File: config.mk
export PLATFORM = sky130hd
export DESIGN_NAME = bus_waitstate_ctrl
export DESIGN_NICKNAME = d
export VERILOG_FILES = /design/src/rtl/bus_waitstate_ctrl_pkg.sv /design/src/rtl/bus_region_decode.sv /design/src/rtl/bus_waitstate_ctrl.sv
export SDC_FILE = /design/constraint.sdc
export NUM_CORES = 1
export LEC_CHECK = 0
export BUFFER_PORTS_ARGS = -buffer_cell sky130_fd_sc_hd__clkbuf_2
export CORE_UTILIZATION = 48
export DETAILED_ROUTE_END_ITERATION = 6
export PLACE_DENSITY = 0.76
export SETUP_SLACK_MARGIN = 0.15
export SYNTH_ARGS = -nofsm -noshare
export SYNTH_HDL_FRONTEND = slang
export SYNTH_SLANG_ARGS = --single-unit
export TNS_END_PERCENT = 30
File: constraint.sdc
create_clock -name clk -period 3.9 [get_ports clk]
set_clock_uncertainty 0.1 [all_clocks]
set_input_delay 0.195 -clock clk [delete_from_list [all_inputs] [get_ports clk]]
set_output_delay 0.195 -clock clk [all_outputs]
set_load 0.1 [all_outputs]
File: src/rtl/bus_waitstate_ctrl_pkg.sv
// rtl/bus_waitstate_ctrl_pkg.sv - GBA region map, bus widths and WAITCNT wait-state tables
package bus_waitstate_ctrl_pkg;

  typedef enum logic [3:0] {
    REG_BIOS, REG_EWRAM, REG_IWRAM, REG_IO, REG_PAL, REG_VRAM, REG_OAM,
    REG_WS0, REG_WS1, REG_WS2, REG_SRAM, REG_UNMAPPED
  } region_t;

  typedef enum logic [1:0] { BUS_8, BUS_16, BUS_32 } bus_width_t;

  // Region base values of addr[27:24]; each Game Pak wait-state window spans two of them
  localparam logic [3:0] BASE_BIOS  = 4'h0;
  localparam logic [3:0] BASE_EWRAM = 4'h2;
  localparam logic [3:0] BASE_IWRAM = 4'h3;
  localparam logic [3:0] BASE_IO    = 4'h4;
  localparam logic [3:0] BASE_PAL   = 4'h5;
  localparam logic [3:0] BASE_VRAM  = 4'h6;
  localparam logic [3:0] BASE_OAM   = 4'h7;
  localparam logic [3:0] BASE_WS0   = 4'h8;
  localparam logic [3:0] BASE_WS1   = 4'hA;
  localparam logic [3:0] BASE_WS2   = 4'hC;
  localparam logic [3:0] BASE_SRAM  = 4'hE;

  function automatic logic [3:0] rom_n_wait(input logic [1:0] sel);
    case (sel)
      2'd0:    return 4'd4;
      2'd1:    return 4'd3;
      2'd2:    return 4'd2;
      default: return 4'd8;
    endcase
  endfunction

  function automatic logic [3:0] rom_s_wait(input region_t region, input logic fast);
    if (fast) return 4'd1;
    case (region)
      REG_WS0: return 4'd2;
      REG_WS1: return 4'd4;
      default: return 4'd8;
    endcase
  endfunction

  function automatic logic [3:0] sram_wait(input logic [1:0] sel);
    return rom_n_wait(sel);
  endfunction

  function automatic logic is_gamepak(input region_t region);
    return region inside {REG_WS0, REG_WS1, REG_WS2, REG_SRAM};
  endfunction

endpackage

File: src/rtl/bus_region_decode.sv
// rtl/bus_region_decode.sv - combinational address-nibble to region, bus width and N/S waits
module bus_region_decode
  import bus_waitstate_ctrl_pkg::*;
#(
  parameter int EWRAM_WAIT = 2
) (
  input  logic [3:0]  region_sel,
  input  logic [10:0] waitcnt,
  output region_t     region,
  output bus_width_t  width,
  output logic [3:0]  n_wait,
  output logic [3:0]  s_wait
);

  localparam logic [3:0] EWRAM_W = 4'(EWRAM_WAIT);

  always_comb begin
    region = REG_UNMAPPED;
    width  = BUS_32;
    n_wait = 4'd0;
    s_wait = 4'd0;
    case (region_sel)
      BASE_BIOS:  region = REG_BIOS;
      BASE_EWRAM: begin
        region = REG_EWRAM;
        width  = BUS_16;
        n_wait = EWRAM_W;
        s_wait = EWRAM_W;
      end
      BASE_IWRAM: region = REG_IWRAM;
      BASE_IO:    region = REG_IO;
      BASE_OAM:   region = REG_OAM;
      BASE_PAL: begin
        region = REG_PAL;
        width  = BUS_16;
      end
      BASE_VRAM: begin
        region = REG_VRAM;
        width  = BUS_16;
      end
      BASE_WS0, BASE_WS0 + 4'h1: begin
        region = REG_WS0;
        width  = BUS_16;
        n_wait = rom_n_wait(waitcnt[3:2]);
        s_wait = rom_s_wait(REG_WS0, waitcnt[4]);
      end
      BASE_WS1, BASE_WS1 + 4'h1: begin
        region = REG_WS1;
        width  = BUS_16;
        n_wait = rom_n_wait(waitcnt[6:5]);
        s_wait = rom_s_wait(REG_WS1, waitcnt[7]);
      end
      BASE_WS2, BASE_WS2 + 4'h1: begin
        region = REG_WS2;
        width  = BUS_16;
        n_wait = rom_n_wait(waitcnt[9:8]);
        s_wait = rom_s_wait(REG_WS2, waitcnt[10]);
      end
      BASE_SRAM: begin
        region = REG_SRAM;
        width  = BUS_8;
        n_wait = sram_wait(waitcnt[1:0]);
        s_wait = sram_wait(waitcnt[1:0]);
      end
      default: ;
    endcase
  end

endmodule

File: src/rtl/bus_waitstate_ctrl.sv
// rtl/bus_waitstate_ctrl.sv - CPU bus to memory port bridge with GBA region wait-state timing
module bus_waitstate_ctrl
  import bus_waitstate_ctrl_pkg::*;
#(
  parameter int ADDR_W     = 32,
  parameter int DATA_W     = 32,
  parameter int EWRAM_WAIT = 2
) (
  input  logic              clk,
  input  logic              reset,
  input  logic [ADDR_W-1:0] cpu_addr,
  input  logic              cpu_read_en,
  input  logic              cpu_write_en,
  input  logic [DATA_W-1:0] cpu_wdata,
  input  logic              cpu_byte,
  input  logic              cpu_instruction_fetch,
  output logic [DATA_W-1:0] cpu_rdata,
  output logic              cpu_ready,
  output logic              access_seq,
  input  logic [15:0]       waitcnt,
  output logic              mem_req,
  output logic              mem_we,
  output logic [ADDR_W-1:0] mem_addr,
  output logic [3:0]        mem_be,
  output logic [DATA_W-1:0] mem_wdata,
  input  logic [DATA_W-1:0] mem_rdata
);

  typedef enum logic [1:0] { S_IDLE, S_XFER1, S_XFER2, S_DONE } state_t;

  state_t            state, state_n;
  logic [3:0]        wait_cnt;
  logic [ADDR_W-1:0] acc_addr;
  logic              acc_write, acc_byte, acc_seq;
  region_t           acc_region;
  bus_width_t        acc_width;
  logic              lo_cap, prev_valid;
  logic [15:0]       lo_half;
  logic              load_first, load_second, seq_hit;

  region_t           dec_region;
  bus_width_t        dec_width;
  logic [3:0]        dec_n, dec_s;
  logic [3:0]        byte_lane, first_be;
  logic [ADDR_W-1:0] first_addr;
  logic [DATA_W-1:0] first_wdata;

  logic unused_inputs;
  assign unused_inputs = ^{waitcnt[15:11], cpu_instruction_fetch};

  // The request is only trusted while idle; afterwards the latched address drives the decode
  bus_region_decode #(.EWRAM_WAIT(EWRAM_WAIT)) u_decode (
    .region_sel (state == S_IDLE ? cpu_addr[27:24] : acc_addr[27:24]),
    .waitcnt    (waitcnt[10:0]),
    .region     (dec_region),
    .width      (dec_width),
    .n_wait     (dec_n),
    .s_wait     (dec_s)
  );

  always_ff @(posedge clk) begin
    if (reset) state <= S_IDLE;
    else       state <= state_n;
  end

  always_comb begin
    state_n     = state;
    load_first  = 1'b0;
    load_second = 1'b0;
    case (state)
      S_IDLE: begin
        if (cpu_read_en ^ cpu_write_en) begin
          state_n    = S_XFER1;
          load_first = 1'b1;
        end
      end
      S_XFER1: begin
        if (wait_cnt == 4'd0) begin
          if (acc_width == BUS_16 && !acc_byte) begin
            state_n     = S_XFER2;
            load_second = 1'b1;
          end else begin
            state_n = S_DONE;
          end
        end
      end
      S_XFER2: if (wait_cnt == 4'd0) state_n = S_DONE;
      S_DONE:  state_n = S_IDLE;
      default: state_n = S_IDLE;
    endcase
  end

  // Sequential only when this request lands in the idle cycle right after the previous ready
  assign seq_hit = prev_valid && is_gamepak(dec_region) && (dec_region == acc_region)
                && (cpu_write_en == acc_write) && (cpu_addr[16:0] != 17'd0)
                && (cpu_addr == acc_addr + (cpu_byte ? ADDR_W'(1) : ADDR_W'(4)));

  assign byte_lane = 4'b0001 << cpu_addr[1:0];

  always_comb begin
    first_addr  = {cpu_addr[ADDR_W-1:2], 2'b00};
    first_be    = cpu_byte ? byte_lane : 4'b1111;
    first_wdata = cpu_byte ? {4{cpu_wdata[7:0]}} : cpu_wdata;
    case (dec_width)
      BUS_16: begin
        if (cpu_byte) first_addr = {cpu_addr[ADDR_W-1:1], 1'b0};
        else          first_be   = 4'b0011;
      end
      BUS_8: begin
        first_addr  = cpu_addr;
        first_be    = byte_lane;
        first_wdata = {4{cpu_wdata[7:0]}};
      end
      default: ;
    endcase
  end

  always_ff @(posedge clk) begin
    if (reset) begin
      wait_cnt   <= 4'd0;
      mem_req    <= 1'b0;
      mem_we     <= 1'b0;
      mem_addr   <= '0;
      mem_be     <= 4'd0;
      mem_wdata  <= '0;
      acc_addr   <= '0;
      acc_write  <= 1'b0;
      acc_byte   <= 1'b0;
      acc_seq    <= 1'b0;
      acc_region <= REG_UNMAPPED;
      acc_width  <= BUS_32;
      lo_cap     <= 1'b0;
      lo_half    <= 16'd0;
      prev_valid <= 1'b0;
    end else begin
      mem_req    <= 1'b0;
      lo_cap     <= load_second;
      prev_valid <= (state == S_DONE);
      // First-half data stays on mem_rdata through the cycle the second strobe is issued
      if (lo_cap) lo_half <= mem_rdata[15:0];
      if (load_first) begin
        acc_addr   <= cpu_addr;
        acc_write  <= cpu_write_en;
        acc_byte   <= cpu_byte;
        acc_seq    <= seq_hit;
        acc_region <= dec_region;
        acc_width  <= dec_width;
        wait_cnt   <= seq_hit ? dec_s : dec_n;
        mem_req    <= (dec_region != REG_UNMAPPED);
        mem_we     <= cpu_write_en;
        mem_addr   <= first_addr;
        mem_be     <= first_be;
        mem_wdata  <= first_wdata;
      end else if (load_second) begin
        wait_cnt <= dec_s;
        mem_req  <= 1'b1;
        mem_addr <= mem_addr + ADDR_W'(2);
        mem_be   <= 4'b1100;
      end else if (wait_cnt != 4'd0) begin
        wait_cnt <= wait_cnt - 4'd1;
      end
    end
  end

  always_comb begin
    cpu_rdata = '0;
    if (state == S_DONE && !acc_write && acc_region != REG_UNMAPPED) begin
      case (acc_width)
        BUS_8:   cpu_rdata = {4{mem_rdata[{acc_addr[1:0], 3'b000} +: 8]}};
        BUS_16:  cpu_rdata = acc_byte ? mem_rdata : {mem_rdata[31:16], lo_half};
        default: cpu_rdata = mem_rdata;
      endcase
    end
  end

  assign cpu_ready  = (state == S_DONE);
  assign access_seq = acc_seq && (state != S_IDLE);

  always_ff @(posedge clk) begin
    if (!reset && state == S_IDLE)
      assert (!(cpu_read_en && cpu_write_en));
  end

endmodule

Yosys cells after proc, flatten, opt, wreduce, memory -nomap -nowiden
Cells that the tools add are included.
{ "op_classes": {"addsub": 3, "eq_ne": 38, "shifts": 2, "n_mux": 52, "bitwise_logic": 1, "reduce_logical": 31} }
{ "op_table": {"columns": ["op", "count"], "rows": [
  ["$mux 32", 5],
  ["$pmux 32 s2", 1],
  ["$mux 4", 15],
  ["$pmux 4 s3", 4],
  ["$pmux 4 s11", 1],
  ["$eq 4x4->1 const B", 10],
  ["$pmux 4 s5", 2],
  ["$add 32x2->32 const B", 1],
  ["$add 32x3->32", 1],
  ["$eq 32x32->1", 1],
  ["$shiftx 32x6->8", 1],
  ["$eq 4x3->1 const B", 5],
  ["$reduce_bool 17->1", 1],
  ["$mux 16", 1],
  ["$eq 2x1->1 const B", 7],
  ["$logic_not 2->1", 7],
  ["$mux 1", 14],
  ["$eq 2x2->1 const B", 6],
  ["$logic_and 1x1->1", 9],
  ["$reduce_or 9->1", 1],
  ["$eq 4x2->1 const B", 2],
  ["$logic_not 4->1", 2],
  ["$mux 2", 4],
  ["$ne 4x4->1 const B", 2],
  ["16 further kinds", 24]
]} }
{ "word_totals": {"ff_bits": 134, "in_bits": 118, "out_inout_bits": 104, "wordCells": 142} }

Depth between registers and ports, before layout
{ "logic_depth": {"depth_word": 14, "ltp_mapped": 13, "mapped_depth_nobuf": 11} }

By module
Synthesis repeated with hierarchy kept, for this count alone.
{ "hier_totals": {"cells_unflattened": 1072, "hier_area_um2": 8151.6} }
{ "modules_own_cells": {"columns": ["mod", "instances", "cells_per_inst", "area_per_inst_um2", "seq_area_each_um2"], "rows": [
  ["bus_waitstate_ctrl", 1, 991, 7563.5, 2682.6],
  ["bus_region_decode", 1, 81, 588.1, 0.0]
]} }

Least setup slack after synthesis
No wires, ideal clock.
{ "synth_timing": {"kind": "register to output", "start": "register state[1]", "end": "output cpu_rdata[10]", "arrival_time_ns": 3.207, "required_ns": 3.605, "path_slack_ns": 0.398, "path_stages_with_launch": 5, "n_path_buf": 1, "cell_sequence": "dfxtp_1 > ha_1 > nand3b_1 > clkbuf_1 > a21oi_1"} }
{ "synth_via": {"elab_chain_len": 4} }
{ "synth_rtl": {"columns": ["item", "line", "rtl"], "rows": [
  ["start: declaration", "bus_waitstate_ctrl.sv:31", "state_t state, state_n;"],
  ["start signal: assignment", "bus_waitstate_ctrl.sv:63", "else state <= state_n;"],
  ["$eq 2x2->1", null, null],
  ["named net cpu_ready", "bus_waitstate_ctrl.sv:18", "output logic cpu_ready,"],
  ["$logic_and 1x1->1 (2 in series)", "bus_waitstate_ctrl.sv:167", "if (state == S_DONE && !acc_write && acc_region != REG_UNMAPPED) begin"],
  ["$mux 32", "bus_waitstate_ctrl.sv:167", null],
  ["end: declaration", "bus_waitstate_ctrl.sv:17", "output logic [DATA_W-1:0] cpu_rdata,"]
]} }
The timed path passes the listed nets, and every way through them passes these cells.

Worst setup path after layout
{ "layout_timing": {"start": "register acc_addr[2]", "end": "register wait_cnt[2]"} }
{ "layout_via": {"elab_chain_len": 5} }
{ "layout_rtl": {"columns": ["item", "line", "rtl"], "rows": [
  ["start: declaration", "bus_waitstate_ctrl.sv:33", "logic [ADDR_W-1:0] acc_addr;"],
  ["start signal: assignment", "bus_waitstate_ctrl.sv:142", "acc_addr <= cpu_addr;"],
  ["$add 32x3->32", "bus_waitstate_ctrl.sv:96", "&& (cpu_addr == acc_addr + (cpu_byte ? ADDR_W'(1) : ADDR_W'(4)));"],
  ["$eq 32x32->1", "bus_waitstate_ctrl.sv:96", null],
  ["$logic_and 1x1->1", "bus_waitstate_ctrl.sv:96", null],
  ["$mux 4", "bus_waitstate_ctrl.sv:148", "wait_cnt <= seq_hit ? dec_s : dec_n;"],
  ["$mux 4", "bus_waitstate_ctrl.sv:141", "if (load_first) begin"],
  ["end signal: assignment", "bus_waitstate_ctrl.sv:148", null],
  ["end signal: assignment", "bus_waitstate_ctrl.sv:155", "wait_cnt <= dec_s;"],
  ["end signal: assignment", "bus_waitstate_ctrl.sv:160", "wait_cnt <= wait_cnt - 4'd1;"],
  ["end: declaration", "bus_waitstate_ctrl.sv:32", "logic [3:0] wait_cnt;"]
]} }
No other way between the ends.
A chain may end at the register's enable or synchronous reset.

==> results.md <==
* Vias in the first global route at between 8000 and 9000
* Buffer and inverter count on the worst path at 0
* Chip Width at around 130 µm
* Largest delay share family, worst path: simple AND/OR/NAND/NOR gates
* H-tree Lvls at 4
* Routing usage on met2 at a little under half
* Worst-path fanout max at 7
* Setup TNS at 0 ps
* Maximum clock frequency at between 200 and 300 MHz
* Yosys reg bits at around 130
* Gpl congestion at about 0.9
* Share of layout cells above drive strength 1 at a little under a quarter
* Worst setup SP type: register
* Layout Utilization at 64.2%
* Syn_nets at ~1200
* Wire per inst at 16.3 µm
* Die area at 17400 µm²
* Initial antenna violation count at 0
* First-pass DRT Iterations at 5
* Post-synthesis sequential area ratio at 33.1%
* Crit path launch: acc_addr[2]
* CTS tree: yes
* Critical R2R Launch: acc_addr[2]
* Mapped cell area at just over 8000 µm²
* Met1 Track Usage GR at a little over a third
* Max-cap viol count at 0
* Gr usage total at 28.4%
* Vias per std cell at ~5.7
* Top_reg_cell synth: dfxtp_1
* Critical path class: register to register
* Number of top-level pins at roughly 220
* Leak pwr at around 4.5 nW
* Final WS setup at ~470 ps
* Hpwl dp at roughly 17 mm
* GR Util met3 at under 10%
* Post-synth EDFFs at 0
* Worst Max-Slew Pin Slew at ~1200 ps
* Min Clock Period, post-route at approximately 3400 ps
* First-pass GRT wire length at about 40 mm
* Crit path cell chain: ha_1 -> a31oi_2 -> or4_1 -> or3_1 -> a22oi_1 -> nand4_1 -> nor4_2 -> nand4_2 -> a2111oi_2
* CTS root buffer: clkbuf_16
* WL final at between 20 and 25 mm
* Drc violations at 0
* Total design power at approximately 0.0075 W
* RSZ-0062 raised after global routing: false
* Effective utilization at floorplan at between 40 and 50%
* Postcts setup bufs at 0
* Chip height at about 130 µm
* Clock Sinks at around 130
* Max_slew headroom at ~16%
* # port buffers at around 220
* Clk_lat worst skew at 420 ps
* Max incr delay on CP at ~630 ps
* Post-synthesis average cell area at 7.71 µm²
* Slew Limit Fails at 0
* Overflow after GRT at 0
* Hold Startpoint: cpu_wdata[17]
* Hold crit path type: input pin to register
* Post-route cell area at approximately 11000 µm²
* Site Rows at between 40 and 50
* Starting DRC count in detailed routing at 690
* Area post-placement at ~9400 µm²
* TritonCTS Buffers at 17
* Syn. warnings at 0
* GRT busiest layer: met2
* Final worst path period share at about nine tenths
* Largest net degree at the start of global routing at 81
* Layout Nets at 1436
* Syn Inst Count at between 1000 and 1500
* Data required time at the worst endpoint at around 4100 ps
* Area grow syn2layout at 30.8%
* Synth async-reset ratio at 0%
* Final setup violation count at 0
* Setup crit end kind: register
* Slowest CP cell: or4_1
* Max IR drop VDD at between 0.7 and 0.8 mV
* ANT cells at 0
* Dpl ws at about 300 ps
* Worst-case clock buffer depth at 2
* Core Area at around 17000 µm²
* Power Dens Cells at roughly 700 nW/µm²
* Post-DRT Antenna Nets at 0
* Final Hold Viols at 0
* Status: finished clean
* Clock slew at reported path FFs at ~60 ps
* Distinct cells, synth at 65
* WP data arrival at approximately 3700 ps
* Via Count at just under 9000
==> layout make-up <==
type	instances	area, µm²
Fill cell	1360	5910
Clock buffer	20	457
Inverter	19	71.3
Tap cell	220	275
Multi-Input combinational cell	825	5090
Sequential cell	134	2680
Clock inverter	12	153
Timing Repair Buffer	299	1890
==> tightest hold or removal path: stages <==
cell and delay [ps]:
clkbuf_2 80, a211oi_1 50, nor3_1 160
==> logic make-up after synthesis <==
family                     after synthesis  share of synthesized area [%]
muxes                                   43                           6.60
adders and majority gates               22                           3.39
DFF                                    134                           33.1
and+or+nand+nor                        444                           25.9
xor gates and xnor gates                66                           7.12
buffers and inverters                   93                           4.38
AOI/OAI and AO/OA                      250                           19.6
==> sequential cells by signal, summed over array words and instances, names as in the netlist <==
name / flops
mem_wdata: 32
mem_addr: 32
prev_valid: 1
lo_half: 16
acc_byte: 1
acc_seq: 1
lo_cap: 1
mem_be: 4
state: 2
acc_region: 4
acc_write: 1
acc_addr: 32
wait_cnt: 4
acc_width: 2
mem_req: 1
==> metal layers <==
layer | vias up | part of all wire (%)
met3 | 63 | 8.2
met1 | 4068 | 42
li1 | 4249 | -
met2 | 395 | 47
met5 | - | 0
met4 | 0 | 2.7
==> metrics by stage <==
stage / std cells / hold WS (ps)
after CTS: 1529 / 1.36
after global routing: 1529 / 20.3
after detailed placement: 1435 / 338
final: 1529 / 11.3
after global placement: 1435 / 327
after floorplan: 1052 / 231
==> path summary, 6_finish.rpt <==
path | end | slack [ps] | cells after the start
worst max-delay path | wait_cnt[2] | 470 | 9
worst min-delay path | mem_wdata[17] | 10 | 3
worst max register to register | wait_cnt[2] | 470 | 9
worst min register to register | mem_wdata[5] | 350 | 2
==> cell usage after synthesis, types with 5 or more instances <==
| master | n | area share [%] |
|---|---|---|
| xor2_1 | 20 | 2.2 |
| mux2i_1 | 31 | 3.8 |
| a211o_1 | 5 | 0.54 |
| inv_1 | 19 | 0.88 |
| nand3_1 | 25 | 1.5 |
| mux4_2 | 8 | 2.2 |
| a21oi_1 | 115 | 7.1 |
| clkbuf_1 | 64 | 3.0 |
| and2_1 | 11 | 0.85 |
| a211oi_1 | 31 | 2.9 |
| nor4_1 | 10 | 0.77 |
| or3_1 | 14 | 1.1 |
| buf_2 | 5 | 0.31 |
| nor2_1 | 92 | 4.3 |
| o21ai_0 | 24 | 1.5 |
| nor2b_1 | 9 | 0.69 |
| nor3_1 | 40 | 2.5 |
| ha_1 | 22 | 3.4 |
| dfxtp_1 | 134 | 33 |
| o31ai_1 | 7 | 0.65 |
| buf_1 | 5 | 0.23 |
| nand4_1 | 20 | 1.5 |
| and3_1 | 13 | 1.0 |
| a31oi_1 | 5 | 0.39 |
| xnor2_1 | 46 | 5.0 |
| a22oi_1 | 19 | 1.8 |
| a311oi_1 | 7 | 0.76 |
| nand2_1 | 179 | 8.3 |
| and4_1 | 5 | 0.54 |
==> cell usage in the layout (no fill, tap or decap), types with 17 or more instances in the layout <==
cell	n
a21oi_1	115
clkbuf_2	214
mux2i_1	31
o21ai_0	24
inv_1	19
a211oi_1	31
nand2_1	178
nand4_1	20
xor2_1	20
nor2_1	92
nor3_1	40
clkbuf_16	17
nand3_1	25
ha_1	21
buf_4	21
a22oi_1	19
dlygate4sd3_1	62
xnor2_1	46
dfxtp_1	134
==> what timing repair did <==
item / in CTS / in global routing
hold buffers: 62 / 0
resized for setup: 0 / 1
endpoints found under the setup margin: 0 / 5
hold endpoints to repair: 79 / 0
==> power by group <==
part | internal [W] | switching, W
clock network | 0.00104 | 0.000620
registers | 0.00167 | 0.000304
logic | 0.000989 | 0.00283
Power figures use the tool's default switching activity.
